--- config.mk ---
export PLATFORM = sky130hd
export DESIGN_NAME = pack_rq0
export DESIGN_NICKNAME = d
export VERILOG_FILES = /design/src/rtl/pack_rq0.sv
export SDC_FILE = /design/constraint.sdc
export NUM_CORES = 1
export LEC_CHECK = 0
export CAP_MARGIN = 40
export CORE_MARGIN = 5
export CORE_UTILIZATION = 45
export DETAILED_ROUTE_END_ITERATION = 10
export DONT_BUFFER_PORTS = 1
export GPL_TIMING_DRIVEN = 0
export HOLD_SLACK_MARGIN = 0.03
export MAX_ROUTING_LAYER = met4
export PLACE_DENSITY = 0.68
export SLEW_MARGIN = 10
export SYNTH_ARGS = -nofsm -noshare
export SYNTH_HDL_FRONTEND = slang
export SYNTH_SLANG_ARGS = --single-unit
--- constraint.sdc ---
create_clock -name clk -period 3.35 [get_ports clk]
set_input_delay 0.67 -clock clk [delete_from_list [all_inputs] [get_ports clk]]
set_output_delay 0.67 -clock clk [all_outputs]
set_load 0.1 [all_outputs]
--- src/rtl/pack_rq0.sv ---
// pack_rq0 - serializing packer for Rq0 polynomials (NTRU-HRSS encode side).
//
// Accepts N coefficients of LOGQ bits, coefficient 0 first, and packs the
// first N-1 of them into a little-endian byte stream: coefficient i bit j
// lands on stream bit LOGQ*i + j, byte k carries stream bits 8k..8k+7 with
// bit 8k at out_byte[0]. The last coefficient is accepted and dropped
// because the unpacker rebuilds it from the zero-sum property. The final
// byte is zero-padded in its upper bits.
//
// Handshakes: a transfer happens on a rising clk edge where valid and ready
// are both high. A source holds its valid and payload stable until the
// transfer; ready may rise and fall freely. Neither in_ready nor any output
// depends combinationally on in_valid or out_ready.
//
// Ports:
//   clk         rising-edge clock
//   rst         asynchronous, active-high reset (drops any partial frame)
//   in_coef     coefficient, already reduced mod q
//   in_valid    in_coef is valid
//   in_ready    coefficient accepted this cycle
//   out_byte    packed byte (0x00 whenever out_valid is low)
//   out_valid   out_byte is valid
//   out_ready   downstream accepts out_byte
//   out_last    out_byte is the final byte of the frame
//   done        one-cycle pulse after the frame has been fully emitted
//   dbg_state_o current FSM state (0 PACK, 1 DROP, 2 FLUSH, 3 END)

module pack_rq0 #(
  parameter int N    = 701,
  parameter int LOGQ = 13
) (
  input  logic            clk,
  input  logic            rst,
  input  logic [LOGQ-1:0] in_coef,
  input  logic            in_valid,
  output logic            in_ready,
  output logic [7:0]      out_byte,
  output logic            out_valid,
  input  logic            out_ready,
  output logic            out_last,
  output logic            done,
  output logic [1:0]      dbg_state_o
);

  // Bit buffer holds at most 7 leftover bits plus one fresh coefficient.
  localparam int BW = LOGQ + 7;
  localparam int KW = $clog2(BW + 1);
  localparam int CW = $clog2(N);

  typedef enum logic [1:0] {
    ST_PACK  = 2'd0,
    ST_DROP  = 2'd1,
    ST_FLUSH = 2'd2,
    ST_END   = 2'd3
  } state_e;

  state_e          state_q, state_d;
  logic [BW-1:0]   bitbuf_q, bitbuf_d;
  logic [KW-1:0]   bitcnt_q, bitcnt_d;
  logic [CW-1:0]   cidx_q, cidx_d;

  logic            has_byte;
  logic            byte_hs;
  logic            in_hs;
  logic [7:0]      low_mask;

  assign has_byte    = (bitcnt_q >= KW'(8));
  assign byte_hs     = out_valid & out_ready;
  assign in_hs       = in_valid & in_ready;
  assign dbg_state_o = state_q;

  // Mask of the valid low bits of the final, partially filled byte.
  always_comb begin
    low_mask = 8'h00;
    for (int j = 0; j < 8; j++) begin
      low_mask[j] = (KW'(j) < bitcnt_q);
    end
  end

  // State and datapath registers.
  always_ff @(posedge clk or posedge rst) begin
    if (rst) begin
      state_q  <= ST_PACK;
      bitbuf_q <= '0;
      bitcnt_q <= '0;
      cidx_q   <= '0;
    end else begin
      state_q  <= state_d;
      bitbuf_q <= bitbuf_d;
      bitcnt_q <= bitcnt_d;
      cidx_q   <= cidx_d;
    end
  end

  // Next-state and datapath update.
  always_comb begin
    state_d  = state_q;
    bitbuf_d = bitbuf_q;
    bitcnt_d = bitcnt_q;
    cidx_d   = cidx_q;
    case (state_q)
      ST_PACK: begin
        if (byte_hs) begin
          bitbuf_d = bitbuf_q >> 8;
          bitcnt_d = bitcnt_q - KW'(8);
        end else if (in_hs) begin
          // Bits at and above bitcnt are always zero (shifts fill with
          // zeros and every clear zeroes the whole buffer), so OR-in works.
          bitbuf_d = bitbuf_q | (BW'(in_coef) << bitcnt_q);
          bitcnt_d = bitcnt_q + KW'(LOGQ);
          cidx_d   = cidx_q + CW'(1);
          if (cidx_q == CW'(N - 2)) begin
            state_d = ST_DROP;
          end
        end
      end
      ST_DROP: begin
        if (byte_hs) begin
          bitbuf_d = bitbuf_q >> 8;
          bitcnt_d = bitcnt_q - KW'(8);
        end else if (in_hs) begin
          // Last coefficient: consumed but not stored.
          state_d = ST_FLUSH;
        end
      end
      ST_FLUSH: begin
        if (bitcnt_q == '0) begin
          state_d = ST_END;
        end else if (byte_hs) begin
          bitbuf_d = '0;
          bitcnt_d = '0;
          state_d  = ST_END;
        end
      end
      ST_END: begin
        bitbuf_d = '0;
        bitcnt_d = '0;
        cidx_d   = '0;
        state_d  = ST_PACK;
      end
      default: state_d = ST_PACK;
    endcase
  end

  // Outputs, decoded from registers only (rst gates in_ready).
  always_comb begin
    in_ready  = 1'b0;
    out_valid = 1'b0;
    out_last  = 1'b0;
    out_byte  = 8'h00;
    done      = 1'b0;
    case (state_q)
      ST_PACK: begin
        in_ready  = ~rst & ~has_byte;
        out_valid = has_byte;
        if (has_byte) out_byte = bitbuf_q[7:0];
      end
      ST_DROP: begin
        in_ready  = ~rst & ~has_byte;
        out_valid = has_byte;
        if (has_byte) out_byte = bitbuf_q[7:0];
        // Byte-aligned frame: the byte that empties the buffer is the last.
        out_last  = (bitcnt_q == KW'(8));
      end
      ST_FLUSH: begin
        out_valid = (bitcnt_q != '0);
        out_last  = (bitcnt_q != '0);
        if (bitcnt_q != '0) out_byte = bitbuf_q[7:0] & low_mask;
      end
      ST_END: begin
        done = 1'b1;
      end
      default: ;
    endcase
  end

endmodule

==> results of run 1 <==
## stage by stage
stage	setup TNS, ns	instances	hold slack, ns	utilization	power [mW]
2_1_floorplan	-0.434	316	0.456	-	2.62
3_3_place_gp	-2.91	393	0.474	0.493	3.01
3_5_place_dp	-0.0349	398	0.478	0.506	3.11
4_1_cts	0	406	0.421	0.534	3.59
5_1_grt	0	405	0.456	0.534	3.84
6_report	0	405	0.391	0.534	3.63
## cells by family after synthesis
kind of cell | share of synthesized area
AO/OA/AOI/OAI | 0.260
AND/OR/NAND/NOR | 0.181
flip-flops | 0.309
multiplexers | 0.152
buffers and inverters | 0.0518
adder cells (fa/ha/maj) | 0.0459
## path summary, 6_finish.rpt
check                                                 from                    endpoint  slack (ns)  cells past startpoint
worst min-delay path                                   rst  dbg_state_o[1]$_DFFE_PP0P_        0.39                      1
min in group clk                   bitbuf_q[7]$_DFFE_PP0P_     bitbuf_q[7]$_DFFE_PP0P_        0.50                      1
worst min register to register     bitbuf_q[7]$_DFFE_PP0P_     bitbuf_q[7]$_DFFE_PP0P_        0.50                      1
max in group asynchronous                              rst  dbg_state_o[0]$_DFFE_PP0P_        2.38                      1
worst max register to register  dbg_state_o[0]$_DFFE_PP0P_     bitbuf_q[8]$_DFFE_PP0P_        0.39                      8
worst max-delay path               bitcnt_q[1]$_DFFE_PP0P_                 out_byte[0]        0.15                      9
## flip-flops by register name, indices dropped and copies added, names as in the netlist
name / flops
cidx_q: 10
bitbuf_q: 20
bitcnt_q: 5
dbg_state_o: 2
## power by group through the flow
stage                     Sequential, mW  Combinational, mW  Clock [mW]
after floorplan                    0.702               1.92           0
after global placement             0.730               2.28           0
after detailed placement           0.735               2.38           0
after CTS                          0.732               2.46       0.405
after global routing               0.754               2.66       0.432
final                              0.736               2.49       0.406
## layout make-up
class                           instances  area share
Multi-Input combinational cell        243       0.591
Timing Repair Buffer                    7      0.0288
Clock buffer                            5      0.0201
Inverter                               12      0.0131
Tap cell                               77      0.0281
Buffer                                 21      0.0328
Clock inverter                          3      0.0135
Sequential cell                        37       0.272
## repair_timing
item / 4_1_cts / 5_1_grt
pin swaps: 2 / 4
resized for setup: 12 / 5
setup buffers: 1 / 1
setup endpoints to repair: 8 / 8
## cell usage after synthesis, types with 6 or more instances
library cell	count
sky130_fd_sc_hd__a21oi_1	6
sky130_fd_sc_hd__inv_1	12
sky130_fd_sc_hd__nand3_1	8
sky130_fd_sc_hd__dfrtp_1	37
sky130_fd_sc_hd__nor2_1	24
sky130_fd_sc_hd__clkbuf_1	15
sky130_fd_sc_hd__nand2_1	19
sky130_fd_sc_hd__and3_1	6
sky130_fd_sc_hd__mux2i_1	14
sky130_fd_sc_hd__o2bb2ai_1	10
sky130_fd_sc_hd__buf_2	7
sky130_fd_sc_hd__a22o_1	11
sky130_fd_sc_hd__nor3_1	6
sky130_fd_sc_hd__o21ai_0	14
sky130_fd_sc_hd__nand4_1	6
sky130_fd_sc_hd__a32oi_1	9
sky130_fd_sc_hd__mux2_2	9
sky130_fd_sc_hd__o22ai_1	6
sky130_fd_sc_hd__ha_1	11
sky130_fd_sc_hd__mux4_2	9
## per-layer routing
layer  track usage  share of wire
met1         0.271           0.44
met2         0.312           0.48
met3        0.0479          0.059
met4        0.0678          0.026
met5             -              0
==> results.md, run 1 <==
Routing:
- The total via count after detailed routing is 2793.
- The detail route stage leaves a number of antenna-violating nets equal to 0.
- Dividing the detail-routed wire length by the instance count gives 20.7 um.
- In the routed design, unresolved DRC markers number 0.
- The detailed-route vias per instance is 6.90.
- The violation count after the first detailed-route iteration is 217.
- The iteration count of the initial detailed-routing pass is 4.
- The wire length reported by the detailed router is 8.36 mm.

Clock tree:
- In this run, post-CTS hold repair placed 0 buffers.
- The clock root buffer is sky130_fd_sc_hd__clkbuf_8.
- The later pin in the worst-skew pair is clocked with a latency of 0.30 ns.
- The clock sink total is 37.
- The maximum level of the CTS H-tree is 2.
- The CTS tree is yes.
- The buffer depth of the longest clock path is 2.
- The number of CTS-inserted buffers is 5.
- The clock transition at the registers of the reported paths is 0.09 ns.

Die:
- The initialized floorplan defines 29 standard-cell rows.
- The initial cell density of the core is 0.466.
- During I/O placement, the number of pins put on the boundary was 31.
- The die outline width is 91.6 um.
- Measured along the y axis, the die boundary spans 91.6 um.
- The die covers 0.00839 mm2.
- The region available for standard cell placement spans 0.00642 mm2.

Min path:
- The worst hold path belongs to the class in -> async.

Critical path:
- In this design, the critical path's most frequently occurring cell is sky130_fd_sc_hd__clkbuf_4.
- The slowest cell on the critical path is sky130_fd_sc_hd__dfrtp_1.
- The worst setup path is of the reg -> out kind.
- At the worst endpoint, the required time is 2.68 ns.
- Traced cell by cell, the critical path runs through inv_1 -> clkbuf_4 -> ha_1 -> and3b_1 -> clkbuf_4 -> o22ai_4 -> a21oi_4 -> buf_6 -> o311a_4.
- The maximum single-stage delay on the critical path is 0.41 ns.
- Together, buffers and inverters on the worst path number 4.
- For the worst setup path, the data arrival time is 2.53 ns.
- The biggest fanout along the worst timing path is 10.
- The launching element type of the critical path is a flop.
- The capturing element type of the critical path is a primary output.
- The family with the most delay on the worst path is buffers and inverters.

Yosys:
- The cell count after synthesis came out at 316.
- The count of distinct cell types in the synthesized netlist is 61.
- The total of warnings raised by yosys is 0.
- The post-synthesis net count is 344.
- By area the synthesized netlist is led by sky130_fd_sc_hd__dfrtp_1, sky130_fd_sc_hd__mux4_2, sky130_fd_sc_hd__mux2i_1.
- The synthesized design contains 0 enable-type register cells.
- After synthesis the netlist holds a flip-flop and latch count of 37.
- The cell taking the most area after synthesis is sky130_fd_sc_hd__dfrtp_1.
- The share of the yosys chip area belonging to registers is 0.309.
- The mean instance size in the synthesized netlist is 9.48 um2.
- Of the post-synthesis cell area, the dominant cell type holds 0.309.
- For this run, the leading register cell type out of synthesis is sky130_fd_sc_hd__dfrtp_1.
- Of all flip-flops after synthesis, the portion carrying an async set or reset was 1.00.
- Summing every instance area after synthesis gives 0.00300 mm2.

Global routing:
- The final global-route overflow total is 0.
- Entering global routing, the biggest net connects 38 pins.
- The overall routing resource usage is 0.206.
- The wire length of the first global-routing pass is 13.6 mm.
- The number of global-route vias before repair came to 2629.
- The number of antenna violations at the first check in global routing came to 0.

STA:
- The final-report max-slew violation count was 0.
- The worst slew margin relative to its limit is 0.465.
- The worst setup slack after layout is 0.145 ns.
- Dividing the final minimum period by the clock period gives 0.957.
- For the final database, setup skew stands at 0.0180 ns.
- The total count of hold-check failures in the final report is 0.
- Setup repair after global routing left no endpoint under its margin.
- The actual transition at the worst max-transition pin is 0.801 ns.
- For the finished layout, the period the worst path requires is 3.20 ns.
- The upper clock frequency limit is 312 MHz.
- Setup violations remaining at the end of the flow were counted as 0.

Placed design:
- The cell area after placement is 0.00325 mm2.
- The setup slack after placement is -0.0349 ns.
- The placer congestion estimate is 0.926.
- The final HPWL from detailed placement is 6.20 mm.
- In this run the tool buffered the top-level ports with 0 buffer cells.

Power:
- Of the total power, combinational logic draws 0.686.
- Internal power comes to 1.76 mW.
- IR analysis of the VDD net gives a maximum drop of 0.384 mV.
- The share of total power dissipated in sequential elements is 0.203.
- The switching power is 1.88 mW.
- Of the total power, the clock network draws 0.112.
- The cell area power density is 1060 mW/mm2.
- The fraction of power spent switching nets is 0.517.
- Summed over all cells, the static leakage comes to 1.39 nW.

Final layout:
- In the layout the commonest cells are sky130_fd_sc_hd__dfrtp_1, sky130_fd_sc_hd__nor2_1, sky130_fd_sc_hd__nand2_1.
- The most common library cell in the layout ignoring fill and taps is sky130_fd_sc_hd__dfrtp_1.
- The multi-input logic area is 0.00203 mm2.
- The area growth from synthesis to layout is 14.5%.
- The antenna cell count is 0.
- Of the cells placed in the final design, the portion with a size suffix greater than 1 is 0.210.
- The sequential cells in the finished layout cover a total of 933 um2.
- In the final design database the tool counted 355 nets.
- The filler cells instantiated in the layout total 576.
- The post-route cell area is 0.00343 mm2.

Run:
- The number of max-capacitance violations reported is 0.

Status:
- The flow ran to the end, and the final reports show no timing, DRC or antenna violations.
Note: power is estimated with default switching activity, not from simulation.
==> inputs of run 2 (changes only) <==
--- a/config.mk
+++ b/config.mk
@@ -7,14 +7,15 @@
 export LEC_CHECK = 0
 export CAP_MARGIN = 40
 export CORE_MARGIN = 5
-export CORE_UTILIZATION = 45
+export CORE_UTILIZATION = 64
 export DETAILED_ROUTE_END_ITERATION = 10
 export DONT_BUFFER_PORTS = 1
 export GPL_TIMING_DRIVEN = 0
 export HOLD_SLACK_MARGIN = 0.03
 export MAX_ROUTING_LAYER = met4
-export PLACE_DENSITY = 0.68
+export PLACE_DENSITY = 0.88
 export SLEW_MARGIN = 10
 export SYNTH_ARGS = -nofsm -noshare
 export SYNTH_HDL_FRONTEND = slang
 export SYNTH_SLANG_ARGS = --single-unit
+export TNS_END_PERCENT = 1
==> results.md, run 2 (synthesis results as in run 1) <==
Critical path:
- The worst register-to-register path ends at bitbuf_q[9]$_DFFE_PP0P_.
- The worst register-to-register path begins at bitcnt_q[0]$_DFFE_PP0P_.
- STA classifies the critical path endpoint as a primary output.
- Walking the worst path, the cells encountered are buf_6 -> buf_12 -> clkinvlp_4 -> ha_1 -> or4b_4 -> nand2_4 -> a21oi_4 -> buf_12 -> o311a_4.
- The capture point of the critical path is out_byte[0].
- The family with the most delay on the worst path is compound AO/OA/AOI/OAI gates.
- STA classifies the critical path startpoint as a flop.
- Setup slack on the worst reg-to-reg path comes out at 0.31 ns.
- The kind of critical path is reg -> out.
- Data on the critical path is required at its endpoint by 2.68 ns.
- The startpoint of the most critical setup path is bitcnt_q[0]$_DFFE_PP0P_.
- The critical path depth in cells is 9.
- The biggest fanout along the worst timing path is 10.
- In this design, the stage delay of the slowest critical-path cell is 0.43 ns.
- The slowest cell on the critical path is sky130_fd_sc_hd__o311a_4.
- In this design, the critical path's most frequently occurring cell is sky130_fd_sc_hd__buf_12.
- Measured in cells, the most critical reg-to-reg path has a length of 9.
- Data on the critical path arrives at its endpoint at 2.64 ns.
- Together, buffers and inverters on the worst path number 4.

Routing:
- The DRC violation count after routing is 0.
- The wire length reported by the detailed router is 8.97 mm.
- The iteration count of the initial detailed-routing pass is 5.
- The total via count after detailed routing is 3031.
- In the routed layout, each cell is associated on average with a via count of 7.69.
- After detailed routing, the average wire length per cell comes to 22.8 um.
- The violation count after the first detailed-route iteration is 570.
- The number of nets with antenna violations after detailed routing is 0.

STA:
- Hold timing on the final database bottoms out at a slack of 0.388 ns.
- The minimum period implied by the final worst setup slack is 3.31 ns.
- After routing, the total negative slack on setup checks comes to 0 ns.
- The maximum clock skew at final layout is 0.00177 ns.
- At the pin with the least slew margin, the transition time is 0.773 ns.
- The upper clock frequency limit is 302 MHz.
- Headroom to the max-slew limit came out at 0.484.
- The final-report max-slew violation count is 0.
- The share of the cycle needed by the critical path after routing is 0.989.
- The total count of hold-check failures in the final report is 0.
- The setup violation total in the final timing report is 0.

Final layout:
- Leaving out fill and tap cells, the most frequent cell in the layout is sky130_fd_sc_hd__dfrtp_1.
- The non-filler instance count after layout is 394.
- The flip-flop count of the largest register, all copies and words added is 20.
- Of the cells placed in the final design, the portion with a size suffix greater than 1 is 0.243.
- In the final layout, the registers with the most flip-flops are bitbuf_q x20, cidx_q x10, bitcnt_q x5.
- Summing all non-filler instances in the final layout gives an area of 0.00357 mm2.
- For this run, the post-layout net count is 369.
- The antenna cell count is 0.
- The register with the most flip-flops is bitbuf_q.
- The top cell types in the final layout, fill and taps aside, are sky130_fd_sc_hd__dfrtp_1, sky130_fd_sc_hd__nor2_1, sky130_fd_sc_hd__nand2_1.
- Compared with the post-synthesis result, the final layout area differs by 19.2%.

Run:
- The number of max-capacitance violations reported is 0.

Global routing:
- The number of global-route vias before repair is 2836.
- The first global-routing pass estimated 14.2 mm of wire.
- Across every metal layer, demand over resource in global routing totals 0.299.
- The final global-route overflow total is 0.
- The number of antenna violations at the first check in global routing is 0.
- The pin count of the biggest net entering global routing is 38.

Die:
- The die outline width is 78.4 um.
- The vertical extent of the die is 78.4 um.
- The full die area is 0.00615 mm2.
- The placeable core region is 0.00444 mm2.
- The floorplan has 24 rows.
- Pin placement for this block handled 31 I/O pins.
- The initial cell density of the core is 0.674.

Power:
- The total power is 3.83 mW.
- VDD sags by at most 0.644 mV.
- Power spread over the standard cell area amounts to 1070 mW/mm2.
- The analysis attributes to cell leakage a power of 1.47 nW.

Status:
- The flow ran to the end, and the final reports show no timing, DRC or antenna violations.

Clock tree:
- The tree is rooted in a sky130_fd_sc_hd__clkbuf_8.
- Clock-pin slew was measured on the worst setup and hold paths at 0.08 ns.
- The maximum level of the CTS H-tree is 2.
- Clock latency on the worst-skew pair, taken at its later pin, is 0.30 ns.
- The buffer depth of the longest clock path is 2.
- TritonCTS built the clock tree.
- The clock sink total is 37.
- TritonCTS created 5 clock buffers.

Min path:
- The worst hold path class is in -> async.

Placed design:
- Summed over all nets, the half-perimeter wirelength after detailed placement is 6.25 mm.
- The cell area after placement is 0.00322 mm2.
- At the end of routability-driven placement, the weighted congestion stood at 1.02.
- Once placement completed, the tool counted placed cells totaling 376.
- The total of buffers placed on input and output ports is 0.
-- run 2: cell count changes in the layout (fill, tap and decap cells not counted), moves of 2 or more --
cell / delta
sky130_fd_sc_hd__buf_1: +2
sky130_fd_sc_hd__buf_12: +3
sky130_fd_sc_hd__clkbuf_4: -2
sky130_fd_sc_hd__inv_1: -2
sky130_fd_sc_hd__dfrtp_4: -2
sky130_fd_sc_hd__clkinvlp_4: +2
sky130_fd_sc_hd__buf_4: +10
-- run 2: layer usage --
metal,vias to the layer above,track usage,share of wire
met5,-,-,0
met3,52,0.0492,0.089
met4,0,0.128,0.043
met1,1450,0.362,0.39
met2,238,0.497,0.48
li1,1291,-,-
-- run 2: how the worst min path moves through the flow --
stage	startpoint	end	cells past startpoint
floorplan	bitbuf_q[3]$_DFFE_PP0P_	bitbuf_q[3]$_DFFE_PP0P_	1
global placement	bitbuf_q[3]$_DFFE_PP0P_	bitbuf_q[3]$_DFFE_PP0P_	1
detailed placement	bitbuf_q[7]$_DFFE_PP0P_	bitbuf_q[7]$_DFFE_PP0P_	1
CTS	rst	bitcnt_q[3]$_DFFE_PP0P_	1
global route	rst	cidx_q[2]$_DFFE_PP0P_	1
finish	rst	bitcnt_q[3]$_DFFE_PP0P_	1
-- run 2: worst register-to-register path: stages (launching register included) --
cell                         delay [ns]
sky130_fd_sc_hd__dfrtp_1           0.40
sky130_fd_sc_hd__buf_6             0.15
sky130_fd_sc_hd__buf_12            0.15
sky130_fd_sc_hd__clkinvlp_4        0.10
sky130_fd_sc_hd__ha_1              0.20
sky130_fd_sc_hd__or4b_4            0.55
sky130_fd_sc_hd__a211oi_2          0.38
sky130_fd_sc_hd__o21ai_1           0.23
sky130_fd_sc_hd__nor3_2            0.57
sky130_fd_sc_hd__a221o_1           0.26
-- run 2: what timing repair did --
action | CTS | global route
pin swaps | 3 | 3
gates cloned | 0 | 1
endpoints found under the setup margin | 9 | 8
buffers inserted | 1 | 12
hold buffers | 0 | 0
resized for setup | 17 | 8
-- run 2: layout make-up --
| type | instances | area (um2) |
|---|---|---|
| inverter | 12 | 52.6 |
| timing repair buffer | 22 | 263 |
| multi-input combinational | 243 | 2030 |
| tap | 52 | 65.1 |
| fill | 274 | 873 |
| clock inverter | 2 | 37.5 |
| clock buffer | 6 | 82.6 |
| buffer | 20 | 118 |
| sequential | 37 | 927 |
-- run 2: stage by stage --
stage	utilization	setup slack [ns]
after CTS	0.771	-0.0190
after global placement	0.696	-0.811
after global routing	0.803	-0.00840
after detailed placement	0.726	-0.527
final	0.803	0.0384
after floorplan	-	-0.483
-- run 2: where the power goes --
group,switching [mW],internal [mW]
clock,0.174,0.242
sequential,0.128,0.617
combinational,1.64,1.03
total,1.94,1.89
==> inputs of run 3 (changes only) <==
--- a/config.mk
+++ b/config.mk
@@ -6,6 +6,7 @@
 export NUM_CORES = 1
 export LEC_CHECK = 0
 export CAP_MARGIN = 40
+export CORE_ASPECT_RATIO = 0.75
 export CORE_MARGIN = 5
 export CORE_UTILIZATION = 64
 export DETAILED_ROUTE_END_ITERATION = 10
==> results.md, run 3 (synthesis results as in run 1) <==
Power:
- Of the total power, registers draw 0.204.
- The total power is 3.68 mW.
- Cell internal power was estimated by the tool at 1.71 mW.
- The share of total power dissipated in the clock network is 0.087.
- The share of total power dissipated in combinational logic is 0.710.
- The leakage component of the power is 1.42 nW.
- Power spread over the standard cell area amounts to 1040 mW/mm2.
- Of the total power, the share spent switching nets is 0.536.
- The maximum vdd ir drop is 0.616 mV.
- Summed over all nets, the switching power comes to 1.97 mW.

Global routing:
- Entering global routing, the biggest net connects 38 pins.
- The number of antenna violations at the first check in global routing was 0.
- The final global-route overflow total is 0.
- The wire length of the first global-routing pass is 14.8 mm.
- The overall routing resource usage is 0.315.
- The number of global-route vias before repair was 2829.

Clock tree:
- The buffer depth of the longest clock path is 2.
- The clock transition at the registers of the reported paths is 0.08 ns.
- The CTS tree is yes.
- In this run the number of H-tree levels came out at 2.
- The number of CTS-inserted buffers is 5.
- Clock tree synthesis found a total of 37 sinks.
- The later pin in the worst-skew pair is clocked with a latency of 0.30 ns.
- The clock root buffer is sky130_fd_sc_hd__clkbuf_8.
- In this run, post-CTS hold repair placed 0 buffers.

Critical path:
- The number of cell instances on the worst register-to-register path is 11.
- Traced cell by cell, the critical path runs through clkinvlp_4 -> ha_1 -> and3b_2 -> o22ai_4 -> buf_4 -> nand3_1 -> o311a_4.
- The startpoint of the most critical setup path is bitcnt_q[4]$_DFFE_PP0P_.
- The startpoint identified for the worst register-to-register timing path is bitcnt_q[0]$_DFFE_PP0P_.
- For the worst setup path, the data arrival time is 2.55 ns.
- The capturing element type of the critical path is a primary output.
- The biggest fanout along the worst timing path is 7.
- The critical path depth in cells is 7.
- The cell family contributing the most delay on the critical path is compound AO/OA/AOI/OAI gates.
- The combined buffer and inverter count along the critical path is 2.
- For the worst setup path, the data required time is 2.68 ns.
- On the worst path, the slowest cell contributes a delay of 0.53 ns.
- The launching element type of the critical path is a flop.
- The worst setup path is of the reg -> out kind.
- The slowest cell on the critical path is sky130_fd_sc_hd__o311a_4.

Placed design:
- The instance count after placement with tap cells included is 380.
- Routability-driven placement finished with a final weighted congestion of 1.01.
- After legalization and detailed placement, the total HPWL measured 6.50 mm.
- Port buffering added 0 buffers.

STA:
- The worst slew margin relative to its limit is 0.479.
- The final-report max-slew violation count was 0.
- The summed negative setup slack over all endpoints is 0 ns.
- Setup repair after global routing left no endpoint under its margin.
- On the final layout, the worst clock skew is 0.0118 ns.
- The actual transition at the worst max-transition pin is 0.780 ns.
- The share of the cycle needed by the critical path after routing is 0.961.
- Based on the critical path, the design can be clocked at up to 311 MHz.
- The total count of hold-check failures in the final report is 0.
- Setup violations remaining at the end of the flow were counted as 0.
- Counting I/O delays and the setup requirement, the final critical path takes 3.22 ns.

Final layout:
- The multi-input logic area is 0.00208 mm2.
- 0 antenna diodes ended up in the layout.
- Of the cells placed in the final design, the portion with a size suffix greater than 1 is 0.246.
- In the final layout, the registers with the most flip-flops are bitbuf_q x20, cidx_q x10, bitcnt_q x5.
- The utilization after layout is 0.786.
- The register with the most flip-flops in the layout has 20 of them.
- The number of filler instances in the final layout is 278.
- The non-filler instance count after layout is 394.
- The footprint of the flip-flops and latches is 927 um2.
- The most common library cell in the layout ignoring fill and taps is sky130_fd_sc_hd__dfrtp_1.
- The top cell types in the final layout, fill and taps aside, are sky130_fd_sc_hd__dfrtp_1, sky130_fd_sc_hd__nor2_1, sky130_fd_sc_hd__nand2_1.
- From synthesis to final layout, the design area changed by 18.0%.
- The number of nets in the finished design is 364.
- bitbuf_q holds more flip-flops than any other register.

Die:
- Pin placement for this block handled 31 I/O pins.
- The initialized floorplan defines 21 standard-cell rows.
- The die outline width is 89.0 um.
- The total area inside the core boundary comes to 0.00449 mm2.
- The full die area is 0.00616 mm2.
- The initial utilization of the core area, before any placement, comes to 0.667.
- The die is 69.2 um tall.

Routing:
- The DRC violation count after routing is 0.
- The routed length on met3 is 1.23 mm.
- The detail route stage leaves a number of antenna-violating nets equal to 0.
- The detailed-route vias per instance is 7.65.
- Wires add up to 9.41 mm.
- The routed layout has 3015 vias.
- The routed wire length per instance is 23.9 um.
- The violation count after the first detailed-route iteration is 352.
- The pre-antenna-repair detailed-routing pass consisted of 5 iterations.
- The wire length on met2 is 4.20 mm.
- The detailed router used layers up to and including met4.
- After detailed routing, the wire length on met1 is 3.71 mm.

Min path:
- The worst hold path class is in -> async.

Status:
- The run finished with clean final reports.

Run:
- The number of max-capacitance violations reported is 0.
[run 3: cell types whose count changed in the layout (fill, tap and decap cells not counted), moves of 2 or more]
cell	before	now
sky130_fd_sc_hd__and3_2	0	3
sky130_fd_sc_hd__and3_4	5	2
sky130_fd_sc_hd__buf_4	13	9
sky130_fd_sc_hd__clkinv_2	0	2
sky130_fd_sc_hd__ha_1	11	7
sky130_fd_sc_hd__ha_4	0	4
[run 3: final cells by class]
class	count	share of cell area
multi-input combinational	244	0.588
sequential	37	0.262
timing repair buffer	16	0.0552
buffer	20	0.0340
tap	57	0.0202
clock buffer	5	0.0195
inverter	12	0.0159
clock inverter	3	0.00496
[run 3: metal layers]
metal  up-vias  track usage
met5         -            -
met4         0       0.0992
met3        40        0.110
met2       234        0.437
met1      1464        0.433
li1       1277            -
[run 3: metrics by stage]
stage | hold slack (ns) | setup WS, ns | area [um2]
6_report | 0.385 | 0.130 | 3530
5_1_grt | 0.440 | 0.0588 | 3530
4_1_cts | 0.414 | -0.0647 | 3510
3_5_place_dp | 0.469 | -0.836 | 3220
3_3_place_gp | 0.465 | -0.768 | 3100
2_1_floorplan | 0.448 | -0.483 | 3030
[run 3: path summary, 6_finish.rpt]
check                                             endpoint  slack (ns)
worst min-delay path            dbg_state_o[1]$_DFFE_PP0P_        0.38
worst max register to register     bitbuf_q[8]$_DFFE_PP0P_        0.31
min in group clk                   bitbuf_q[3]$_DFFE_PP0P_        0.49
worst min register to register     bitbuf_q[3]$_DFFE_PP0P_        0.49
max in group asynchronous          bitcnt_q[4]$_DFFE_PP0P_        2.42
worst max-delay path                           out_byte[0]        0.13
[run 3: power by group through the flow]
stage | logic (mW) | registers, mW | clock network [mW]
after detailed placement | 2.27 | 0.734 | 0
after global placement | 2.21 | 0.725 | 0
after CTS | 2.47 | 0.741 | 0.313
after floorplan | 1.88 | 0.699 | 0
after global routing | 2.73 | 0.765 | 0.336
final | 2.61 | 0.749 | 0.318
[run 3: worst reg2reg max path: stages, from the launching register on]
cell	delay, ns
sky130_fd_sc_hd__dfrtp_1	0.40
sky130_fd_sc_hd__buf_6	0.13
sky130_fd_sc_hd__buf_12	0.12
sky130_fd_sc_hd__clkinvlp_4	0.08
sky130_fd_sc_hd__ha_4	0.14
sky130_fd_sc_hd__or4b_4	0.51
sky130_fd_sc_hd__buf_4	0.19
sky130_fd_sc_hd__a211oi_2	0.36
sky130_fd_sc_hd__o2bb2ai_1	0.27
sky130_fd_sc_hd__buf_2	0.27
sky130_fd_sc_hd__and3b_1	0.19
sky130_fd_sc_hd__a221o_1	0.26
[run 3: what timing repair did]
action,4_1_cts,5_1_grt
buffers inserted,8,0
setup endpoints to repair,9,0
resized for setup,32,0
==> variant, RTL diff (config.mk and constraints of run 1) <==
Set the parameter `N` to 1402 (it was 701).
--- a/src/rtl/pack_rq0.sv
+++ b/src/rtl/pack_rq0.sv
@@ -28,3 +28,3 @@
 module pack_rq0 #(
-  parameter int N    = 701,
+  parameter int N    = 1402,
   parameter int LOGQ = 13
Check against the original RTL: no difference found for any inputs over 10 cycles, from zero or initial values and one cycle with rst high; that may be too few to reach the edited logic, so the function may still have changed.
==> variant against run 1 <==
Setup slack got worse by 0.025 ns. Sequential cell count increased by 1. Count of clock-buffer cells in the layout unchanged. Die area grew 7.6%. Wire length rose by 7.0%. Critical path depth shrank 4. Maximum frequency fell by 0.77%. Cell area up 11%. Sequential share of layout area down 2.1 points. Non-clock buffer count rose by 7. Via count grew 7.7%. Total power rose by 15%. Synthesized area up 8.6%. Highest routed layer unchanged.
==> variant: results (changes against run 1) <==
Outcome
  – Status: finished clean

Detailed routing
  – Via count: 3009 (+7.7%)
  – Met2 wire len: 4.03 mm (+1.2%)
  – DRT Wirelength: 8.95 mm (+7.0%)
  – Wire per inst: 19.1 µm (-7.6%)
  – Router iterations before antenna repair: 5 (+1)
  – DR WL met3: 676 µm (+37%)
  – DRT iter0 DRCs: 246 (+13%)

Power
  – Flop pwr share: 18.6% (-1.7 points)
  – Pleak: 1.53 nW (+10%)

Final layout
  – Top Registers: bitbuf_q x20, cidx_q x11, bitcnt_q x5
  – Comb_multi_in: 268 (+10%)
  – Layout fillers: 663 (+15%)
  – Clock-cell share of area: 2.86% (-0.50 points)
  – Area occupied by multi-input gates: 2210 µm² (+9.0%)
  – Non-clk bufs: 35 (+25%)
  – Seq. cell area: 956 µm² (+2.4%)
  – Non-CTS inverters: 21 (+9)
  – FF+latch count: 38 (+2.7%)
  – Design Area, Final: 3800 µm² (+11%)

Setup path
  – Crit-path max FO: 7 (-3)
  – Top Family by Delay on Critical Path: compound AO/OA/AOI/OAI gates
  – Cells on worst reg2reg path: 9 (+1)
  – Critical path arrival: 2.56 ns (+0.03 ns)
  – Critical path launch point: dbg_state_o[1]
  – R2R Setup Slk: 0.51 ns (+0.12 ns)
  – CP peak stage delay: 0.75 ns (+0.34 ns)
  – Crit-path slowest cell: dfrtp_2

Placed design
  – Post-DP HPWL: 6.63 mm (+7.0%)
  – Final GP Congestion: 0.950 (+2.6%)
  – Dpl ws: -0.0109 ns (+0.0239 ns)

Synth
  – Mux contribution to synthesized area: 13.8% (-1.4 points)
  – Syn_area_per_cell: 9.29 µm² (-2.0%)
  – Area contributors post-synth: dfrtp_1 (29%), mux4_2 (7.6%), ha_1 (4.6%)
  – Mapped cell area: 3250 µm² (+8.6%)
  – Post-Synth Adder-Cell Area: 4.62% (+0.022 points)
  – Library cells used by synthesis: 67 (+9.8%)
  – Post-synthesis sequential area ratio: 29.2% (-1.7 points)

GRT
  – Vias in the first global route: 2834 (+7.8%)
  – Global-route wire length before repair: 14.6 mm (+7.1%)
  – Met2 Use GR: 31.9% (+0.72 points)

STA
  – PnR worst setup slack: 0.120 ns (-0.0249 ns)
  – Clock skew: 0.0120 ns (-0.00595 ns)
  – WHS: 0.154 ns (-0.237 ns)
  – Rel. slew slack: 56.0% (+9.5 points)
## variant: changes by cell type in the layout (fill, tap and decap cells not counted), moves of 4 or more
cell      delta
a211oi_1     +9
buf_4        +6
inv_1        +6
a22oi_1      +5
a31oi_1      +5
clkbuf_1     -5
nand3_1      +5
a221o_1      -4
a32oi_1      -4
o21ai_0      +4
## variant: what timing repair did
| action | 4_1_cts | 5_1_grt |
|---|---|---|
| gates cloned | 1 | 0 |
| endpoints found under the setup margin | 8 | 9 |
| buffers inserted | 3 | 4 |
| gates resized for setup | 18 | 9 |
| pin swaps | 3 | 1 |
| hold buffers | 0 | 0 |
## variant: kinds of logic (layout without fill, tap and decap cells)
group | count (synthesis) | count (layout)
adder cells (fa/ha/maj) | 12 | 12
flip-flops | 38 | 38
AND/OR/NAND/NOR | 108 | 108
buffers and inverters | 44 | 64
XOR/XNOR | 3 | 3
AO/OA/AOI/OAI | 115 | 115
multiplexers | 30 | 30
